$ cat config.mk
export PLATFORM = sky130hd
export DESIGN_NAME = spi_master_fsm
export DESIGN_NICKNAME = d
export VERILOG_FILES = /design/src/rtl/spi_master_fsm.sv
export SDC_FILE = /design/constraint.sdc
export NUM_CORES = 1
export LEC_CHECK = 0
export CAP_MARGIN = 5
export CORE_MARGIN = 2
export CORE_UTILIZATION = 55
export CTS_CLUSTER_DIAMETER = 150
export DETAILED_ROUTE_END_ITERATION = 10
export PLACE_DENSITY_LB_ADDON = 0.3
export SETUP_SLACK_MARGIN = 0.1
export SYNTH_ARGS = -nofsm -noshare
export SYNTH_HDL_FRONTEND = slang
export SYNTH_SLANG_ARGS = --single-unit
$ cat constraint.sdc
create_clock -name clk -period 3.7 [get_ports clk]
set_input_delay 0.555 -clock clk [delete_from_list [all_inputs] [get_ports clk]]
set_output_delay 0.555 -clock clk [all_outputs]
set_load 0.005 [all_outputs]
$ cat src/rtl/spi_master_fsm.sv
// SPI master, mode 0, MSB first: a 16-bit command word then 16 data bits per request,
// one cs_n per slave, with a response pulse carrying captured read data.
//
// state | meaning
// IDLE  | req_ready high, waiting for a request
// SETUP | cs_n asserted, sclk low, first command bit on mosi
// CMD   | shifting out the 16 command bits
// TURN  | sclk parked low while the slave fetches read data
// DATA  | 16 data bits, written from wdata or sampled from miso
// HOLD  | sclk low before releasing cs_n
// GAP   | all cs_n high, enforced idle time between frames
module spi_master_fsm #(
   parameter int NUM_SLAVES = 8,
   parameter int CLK_DIV    = 4,
   parameter int CS_SETUP   = 4,
   parameter int TURNAROUND = 8,
   parameter int CS_GAP     = 8
) (
   input  logic                  clk,
   input  logic                  rst,
   input  logic                  req_valid,
   output logic                  req_ready,
   input  logic                  req_write,
   input  logic [2:0]            req_slave,
   input  logic [7:0]            req_addr,
   input  logic [15:0]           req_wdata,
   output logic                  rsp_valid,
   output logic [15:0]           rsp_rdata,
   output logic                  rsp_err,
   output logic                  busy,
   output logic                  sclk,
   output logic                  mosi,
   input  logic                  miso,
   output logic [NUM_SLAVES-1:0] cs_n
);
   typedef enum logic [2:0] {IDLE, SETUP, CMD, TURN, DATA, HOLD, GAP} state_t;

   localparam logic [15:0] T_SETUP = 16'(CS_SETUP - 1);
   localparam logic [15:0] T_DIV   = 16'(CLK_DIV - 1);
   localparam logic [15:0] T_TURN  = 16'(TURNAROUND - 1);
   localparam logic [15:0] T_GAP   = 16'(CS_GAP - 1);
   localparam logic [3:0]  NUM_SL  = 4'(NUM_SLAVES);

   state_t                  state, state_n;
   logic [15:0]             timer, timer_n;
   logic [3:0]              bit_idx, bit_idx_n;
   logic [15:0]             tx, tx_n, rx, rx_n, wdata_q, wdata_n;
   logic                    write_q, write_n, err_q, err_n;
   logic                    sclk_n, mosi_n, rsp_valid_n, rsp_err_n;
   logic [15:0]             rsp_rdata_n;
   logic [NUM_SLAVES-1:0]   cs_n_n;
   logic [1:0]              miso_sync;
   logic                    miso_s;
   logic                    accept;
   logic [15:0]             cmd_word;

   assign req_ready = (state == IDLE);
   assign busy      = (state != IDLE);
   assign accept    = req_valid & req_ready;
   assign miso_s    = miso_sync[1];
   assign cmd_word  = {2'b00, req_slave, req_addr, 1'b0, ~req_write, 1'b0};

   always_comb begin
      state_n     = state;
      timer_n     = timer;
      bit_idx_n   = bit_idx;
      tx_n        = tx;
      rx_n        = rx;
      wdata_n     = wdata_q;
      write_n     = write_q;
      err_n       = err_q;
      sclk_n      = sclk;
      mosi_n      = mosi;
      cs_n_n      = cs_n;
      rsp_valid_n = 1'b0;
      rsp_rdata_n = rsp_rdata;
      rsp_err_n   = rsp_err;
      case (state)
         IDLE: if (accept) begin
            state_n = SETUP;
            timer_n = T_SETUP;
            tx_n    = cmd_word;
            mosi_n  = cmd_word[15];
            rx_n    = '0;
            write_n = req_write;
            wdata_n = req_wdata;
            err_n   = ({1'b0, req_slave} >= NUM_SL);
            for (int i = 0; i < NUM_SLAVES; i++) cs_n_n[i] = (req_slave != 3'(i));
         end
         SETUP: if (timer == 16'd0) begin
            state_n   = CMD;
            sclk_n    = 1'b1;
            timer_n   = T_DIV;
            bit_idx_n = 4'd15;
         end else timer_n = timer - 16'd1;
         CMD, DATA: begin
            if (timer != 16'd0) timer_n = timer - 16'd1;
            else if (sclk) begin
               // falling edge: sample miso (data phase) and present the next bit
               sclk_n  = 1'b0;
               timer_n = T_DIV;
               if (state == DATA) rx_n = {rx[14:0], miso_s};
               if (bit_idx != 4'd0) begin
                  mosi_n = tx[14];
                  tx_n   = {tx[14:0], 1'b0};
               end else if (state == CMD) mosi_n = write_q & wdata_q[15];
               else mosi_n = 1'b0;
            end else if (bit_idx != 4'd0) begin
               sclk_n    = 1'b1;
               timer_n   = T_DIV;
               bit_idx_n = bit_idx - 4'd1;
            end else if (state == CMD) begin
               state_n = TURN;
               timer_n = T_TURN;
            end else begin
               state_n = HOLD;
               timer_n = T_DIV;
            end
         end
         TURN: if (timer == 16'd0) begin
            state_n   = DATA;
            sclk_n    = 1'b1;
            timer_n   = T_DIV;
            bit_idx_n = 4'd15;
            tx_n      = write_q ? wdata_q : 16'h0000;
         end else timer_n = timer - 16'd1;
         HOLD: if (timer == 16'd0) begin
            state_n     = GAP;
            timer_n     = T_GAP;
            cs_n_n      = '1;
            mosi_n      = 1'b0;
            rsp_valid_n = 1'b1;
            rsp_rdata_n = write_q ? 16'h0000 : rx;
            rsp_err_n   = err_q;
         end else timer_n = timer - 16'd1;
         GAP: if (timer == 16'd0) state_n = IDLE;
              else timer_n = timer - 16'd1;
         default: state_n = IDLE;
      endcase
   end

   always_ff @(posedge clk) begin
      if (rst) begin
         state     <= IDLE;
         timer     <= '0;
         bit_idx   <= '0;
         tx        <= '0;
         rx        <= '0;
         wdata_q   <= '0;
         write_q   <= 1'b0;
         err_q     <= 1'b0;
         sclk      <= 1'b0;
         mosi      <= 1'b0;
         cs_n      <= '1;
         rsp_valid <= 1'b0;
         rsp_rdata <= '0;
         rsp_err   <= 1'b0;
         miso_sync <= '0;
      end else begin
         state     <= state_n;
         timer     <= timer_n;
         bit_idx   <= bit_idx_n;
         tx        <= tx_n;
         rx        <= rx_n;
         wdata_q   <= wdata_n;
         write_q   <= write_n;
         err_q     <= err_n;
         sclk      <= sclk_n;
         mosi      <= mosi_n;
         cs_n      <= cs_n_n;
         rsp_valid <= rsp_valid_n;
         rsp_rdata <= rsp_rdata_n;
         rsp_err   <= rsp_err_n;
         miso_sync <= {miso_sync[0], miso};
      end
   end
endmodule

Word level (Yosys, flattened, before mapping):

Index checks and enable logic that the tools add are counted.

* input bits: 32
* word-level logic and storage cells: 123
* output and inout bits: 30
* flip-flop bits (word level): 100

* equal/unequal tests: 26
* add/subtract/negate cells: 2
* multiplexer cells: 53
* bitwise operators: 4
* reductions and logical operators: 25

Operator list (number)
* two-way mux 16 bit: 10
* two-way mux 15 bit: 6
* case mux 16 bit (5 select lines): 1
* case mux 15 bit (3 select lines): 1
* two-way mux 3 bit: 12
* case mux 16 bit (2 select lines): 1
* != test 2 bit, second input constant: 11
* case mux 3 bit (6 select lines): 1
* zero test 16 bit: 1
* two-way mux 4 bit: 4
* two-way mux 8 bit: 2
* case mux 8 bit (2 select lines): 1
* nonzero test 16 bit: 1
* subtractor 16 x 1 -> 16 bit, second input constant: 1
* AND reduction 5 bit: 3
* != test 3 bit, second input constant: 4
* nonzero test 3 bit: 4
* two-way mux 1 bit: 11
* equality test 3 bit, second input constant: 3
* AND reduction 3 bit: 3
* case mux 4 bit (2 select lines): 1
* AND reduction 8 bit: 1
* equality test 3 x 2 -> 1 bit, second input constant: 2
* != test 3 x 2 -> 1 bit, second input constant: 2
* 15 further kinds: 23

Depth between registers and ports, before layout:

* depth in word-level cells: 6
* mapped depth: 11

Least setup slack after synthesis:

OpenSTA, ideal clock, no wires.

* kind: register -> register
* start point: reg timer[0]
* end point: reg tx[10]
* cell stages (with the launch flop): 11
* buffers on the path: 3
* arrival time: 2.419 ns
* data required time: 3.579 ns
* path slack: 1.160 ns
* cells stage by stage: dfxtp_1 > clkbuf_1 > inv_1 > ha_1 > nor4b_1 > nand4_1 > clkbuf_1 > o21ai_0 > a2bb2oi_1 > buf_2 > mux2_2

* cells in the longest elaborated chain, start to end: 3

Ends and longest elaborated chain
* start, declared: RTL line 45 `logic [15:0] timer, timer_n;`
* start signal, assigned: RTL line 161 `timer <= timer_n;`
* zero test 16 bit or nonzero test 16 bit (tied branches): RTL line 120, 97
* != test 2 bit (no line)
* AND reduction 6 bit (no line) (*)
* end signal, assigned: RTL line 163 `tx <= tx_n;`
* end, declared: RTL line 47 `logic [15:0] tx, tx_n, rx, rx_n, wdata_q, wdata_n;`

Mark *: on every way between the ends. The rest lies on a longest branch, timed or not.
A chain may end at the register's enable or synchronous reset.

Worst setup path after layout:

* start point: reg timer[0]
* end point: reg rx[14]

* cells in the longest elaborated chain, start to end: 3

Ends and longest elaborated chain
* nonzero test 16 bit: RTL line 97 `if (timer != 16'd0) timer_n = timer - 16'd1;`
* != test 2 bit (no line)
* AND reduction 5 bit (no line)
* end signal, assigned: RTL line 164 `rx <= rx_n;`
* end, declared: RTL line 47

Every way passes these cells.

==> results.md <==
* Final wirelength at between 9000 and 10000 um
* GPL Wtd Cong at around 0.82
* CTS HTree Levels at 3
* Simple logic cell fraction of the synthesized area at 23.4%
* First-pass GRT wire length at 16500 um
* Die X-Extent at approximately 95 um
* Pre-Repair DR Iteration Count at 4
* Post-CTS Hold Buffers at 0
* Post-synthesis mux area share at about 8%
* Clk_lat worst skew at 380 ps
* Worst Slack Setup Final at about 930 ps
* Drc violations at 0
* Largest cells by area after synthesis: dfxtp_1, a21oi_1, nand2_1
* Maximum clock path buffer count at 2
* Non-filler instance count after layout at around 690
* Synth Cell Area at 4590 um2
* Top-count cell post-synth: dfxtp_1
* Routed len/inst at 14.5 um
* NumNets Final at between 600 and 700
* DR vias at slightly below 4000
* WP data required at ~4000 ps
* Vias in the first global route at about 3500
* HP Class: reg -> reg
* FP Rows at 33
* Fin. max-slew vios at 0
* Reg2reg setup slack at 930 ps
* Outcome: finished clean
* Fmax at between 0.3 and 0.4 GHz
* Setup Fix Bufs, Post-CTS at 0
* Initial Utilization at between 50% and 60%
* Root buffer cell: clkbuf_8
* Clock Skews at roughly 17 ps
* Power, Total at between 3 and 4 mW
* Pwr Density at around 650 nW/um2
* Max incr delay on CP at ~660 ps
* Post-Place Cells at 670
* Relative slew slack at a little over a third
* Critical Path AT at a little over 3000 ps
* CTS clk-pin slew, worst paths at between 100 and 150 ps
* Syn Inst Count at ~530
* Share of cells above drive strength 1 at about 12%
* Register area at between 2000 and 2500 um2
* Core Util, Final at 67.5%
* Final setup violation count at 0
* Compound-Gate Fraction of Synth Area at about a fifth
* Die Ht at between 90 and 100 um
* CP bufs+invs at 3
* Max-Cap Viols at 0
* Vias/cell at around 5.7
* Crit path cell chain: inv_1, ha_1, nor4b_1, and4_1, buf_4, nand3_1, a21boi_2, buf_4, mux2i_1
* Total clock sinks at 100
* Detail Route Antenna Nets at 0
* CTS tree: done
* Tcrit/Tclk final at between 70 and 80%
* Min cycle time layout at between 2000 and 3000 ps
* Fillers at 692
* ANT cells at 0
* Largest family of logic cells by synthesized area: simple AND/OR/NAND/NOR gates
* CP top delay family: simple AND/OR/NAND/NOR gates
* CP max FO at 17
* Crit path launch type: flip-flop
* Register area share after synthesis at a little over two fifths
* Cell taking the most area after synthesis: dfxtp_1
* Ys Warns at 0
* Post-synthesis register bit count at 100
* Largest net degree at the start of global routing at 58
* Mapped Nets at ~560
* Top cells by count, synth: dfxtp_1, nand2_1, a21oi_1
* Cell Area, Placed at about 5300 um2
* Die area at around 9100 um2
* Total CTS buffers at 9
* Top cell type's share of synthesized area at 43.6%
* Worst-margin pin slew at between 900 and 1000 ps
* Most frequently used flop master after synthesis: dfxtp_1
* Syn_area_per_cell at about 8.7 um2
* Async SR Flop Fraction at 0%
* Post-synth EDFFs at 0
* Initial antenna violation count at 0
* Post-CTS sizing at 0
* Reported leakage power at roughly 2.0 nW
* Worst ir drop on vdd at around 0.00026 V
* Area of the multi-input gates at between 2000 and 2500 um2
* Fraction of synthesized cell area in xor and xnor cells at less than 1%
* Design area at between 5000 and 6000 um2
* Worst path most repeated cell: buf_4
* Cell variety after synth at 57
* Synth Area in Adders at less than 1%
* Starting DRT DRC Count at approximately 240
* P&R area growth vs syn at 19.7%
* TNS Setup at 0 ps
* Critical path class: reg -> reg
* Core area at 8130 um2
* CP max stage cell: a21boi_2
* Count of input and output buffers at 60
* GRT Total Usage at 22.9%
* RSZ-0062 raised after global routing: no
* Global route total overflow at 0
* Crit path capture type: flip-flop
* Detail Placement HPWL at a little under 7000 um
* Hold Worst Slack at about 470 ps
* Final hold violation count at 0
* # IOs at 62
* Placement Setup Slack at about 880 ps
[final timing paths]
kind | depth (start not counted) | endpoint | start
hold reg to reg | 2 | wdata_q[14] | wdata_q[14]
setup / recovery | 9 | rx[14] | timer[0]
hold / removal | 2 | wdata_q[14] | wdata_q[14]
setup reg to reg | 9 | rx[14] | timer[0]
[logic make-up after synthesis]
group                    after synthesis
AND/OR/NAND/NOR                      202
flip-flops                           100
other                                  1
buffers and inverters                 49
AO/OA/AOI/OAI                        138
XOR/XNOR                               2
adder cells (fa/ha/maj)                3
multiplexers                          33
[report_power, final]
group / switching [mW] / total, mW / internal, mW
clock: 0.428 / 0.697 / 0.269
combinational: 0.809 / 1.45 / 0.641
sequential: 0.195 / 1.44 / 1.25
[tightest hold or removal path: stages (launching register included)]
cell and delay [ps]:
dfxtp_1 330, nand2_1 50, a21oi_1 50
[metal layers]
metal | GRT usage (%) | wire [um]
met5 | 0 | 0
met4 | 8.70 | 148
met2 | 36.6 | 4690
met3 | 4.11 | 451
met1 | 30.8 | 4640
[cell usage in the layout, fill, tap and decap left out, drive strengths merged, types with 9 or more instances in the layout]
cell	n
nand2b	22
inv	13
mux2	22
nor3	14
o21ai	18
clkdlybuf4s50	59
nor2	22
a22oi	14
clkbuf	9
mux2i	11
a21oi	56
buf	17
nand2	69
dfxtp	100
a22o	17
nor2b	28
[sequential cells by signal, summed over array words and instances (netlist names), 2 cells and up]
signal     cells
wdata_q       16
timer         16
rsp_rdata     16
cs_n           8
state          3
bit_idx        4
tx            15
miso_sync      2
rx            16
[cell type report]
type | count | area share, %
Timing Repair Buffer | 76 | 13.3
Tap cell | 105 | 2.39
Clock buffer | 9 | 2.26
Sequential cell | 100 | 36.5
Clock inverter | 7 | 1.46
Inverter | 10 | 0.684
Multi-Input combinational cell | 379 | 43.5
(Power assumes the default switching activity.)
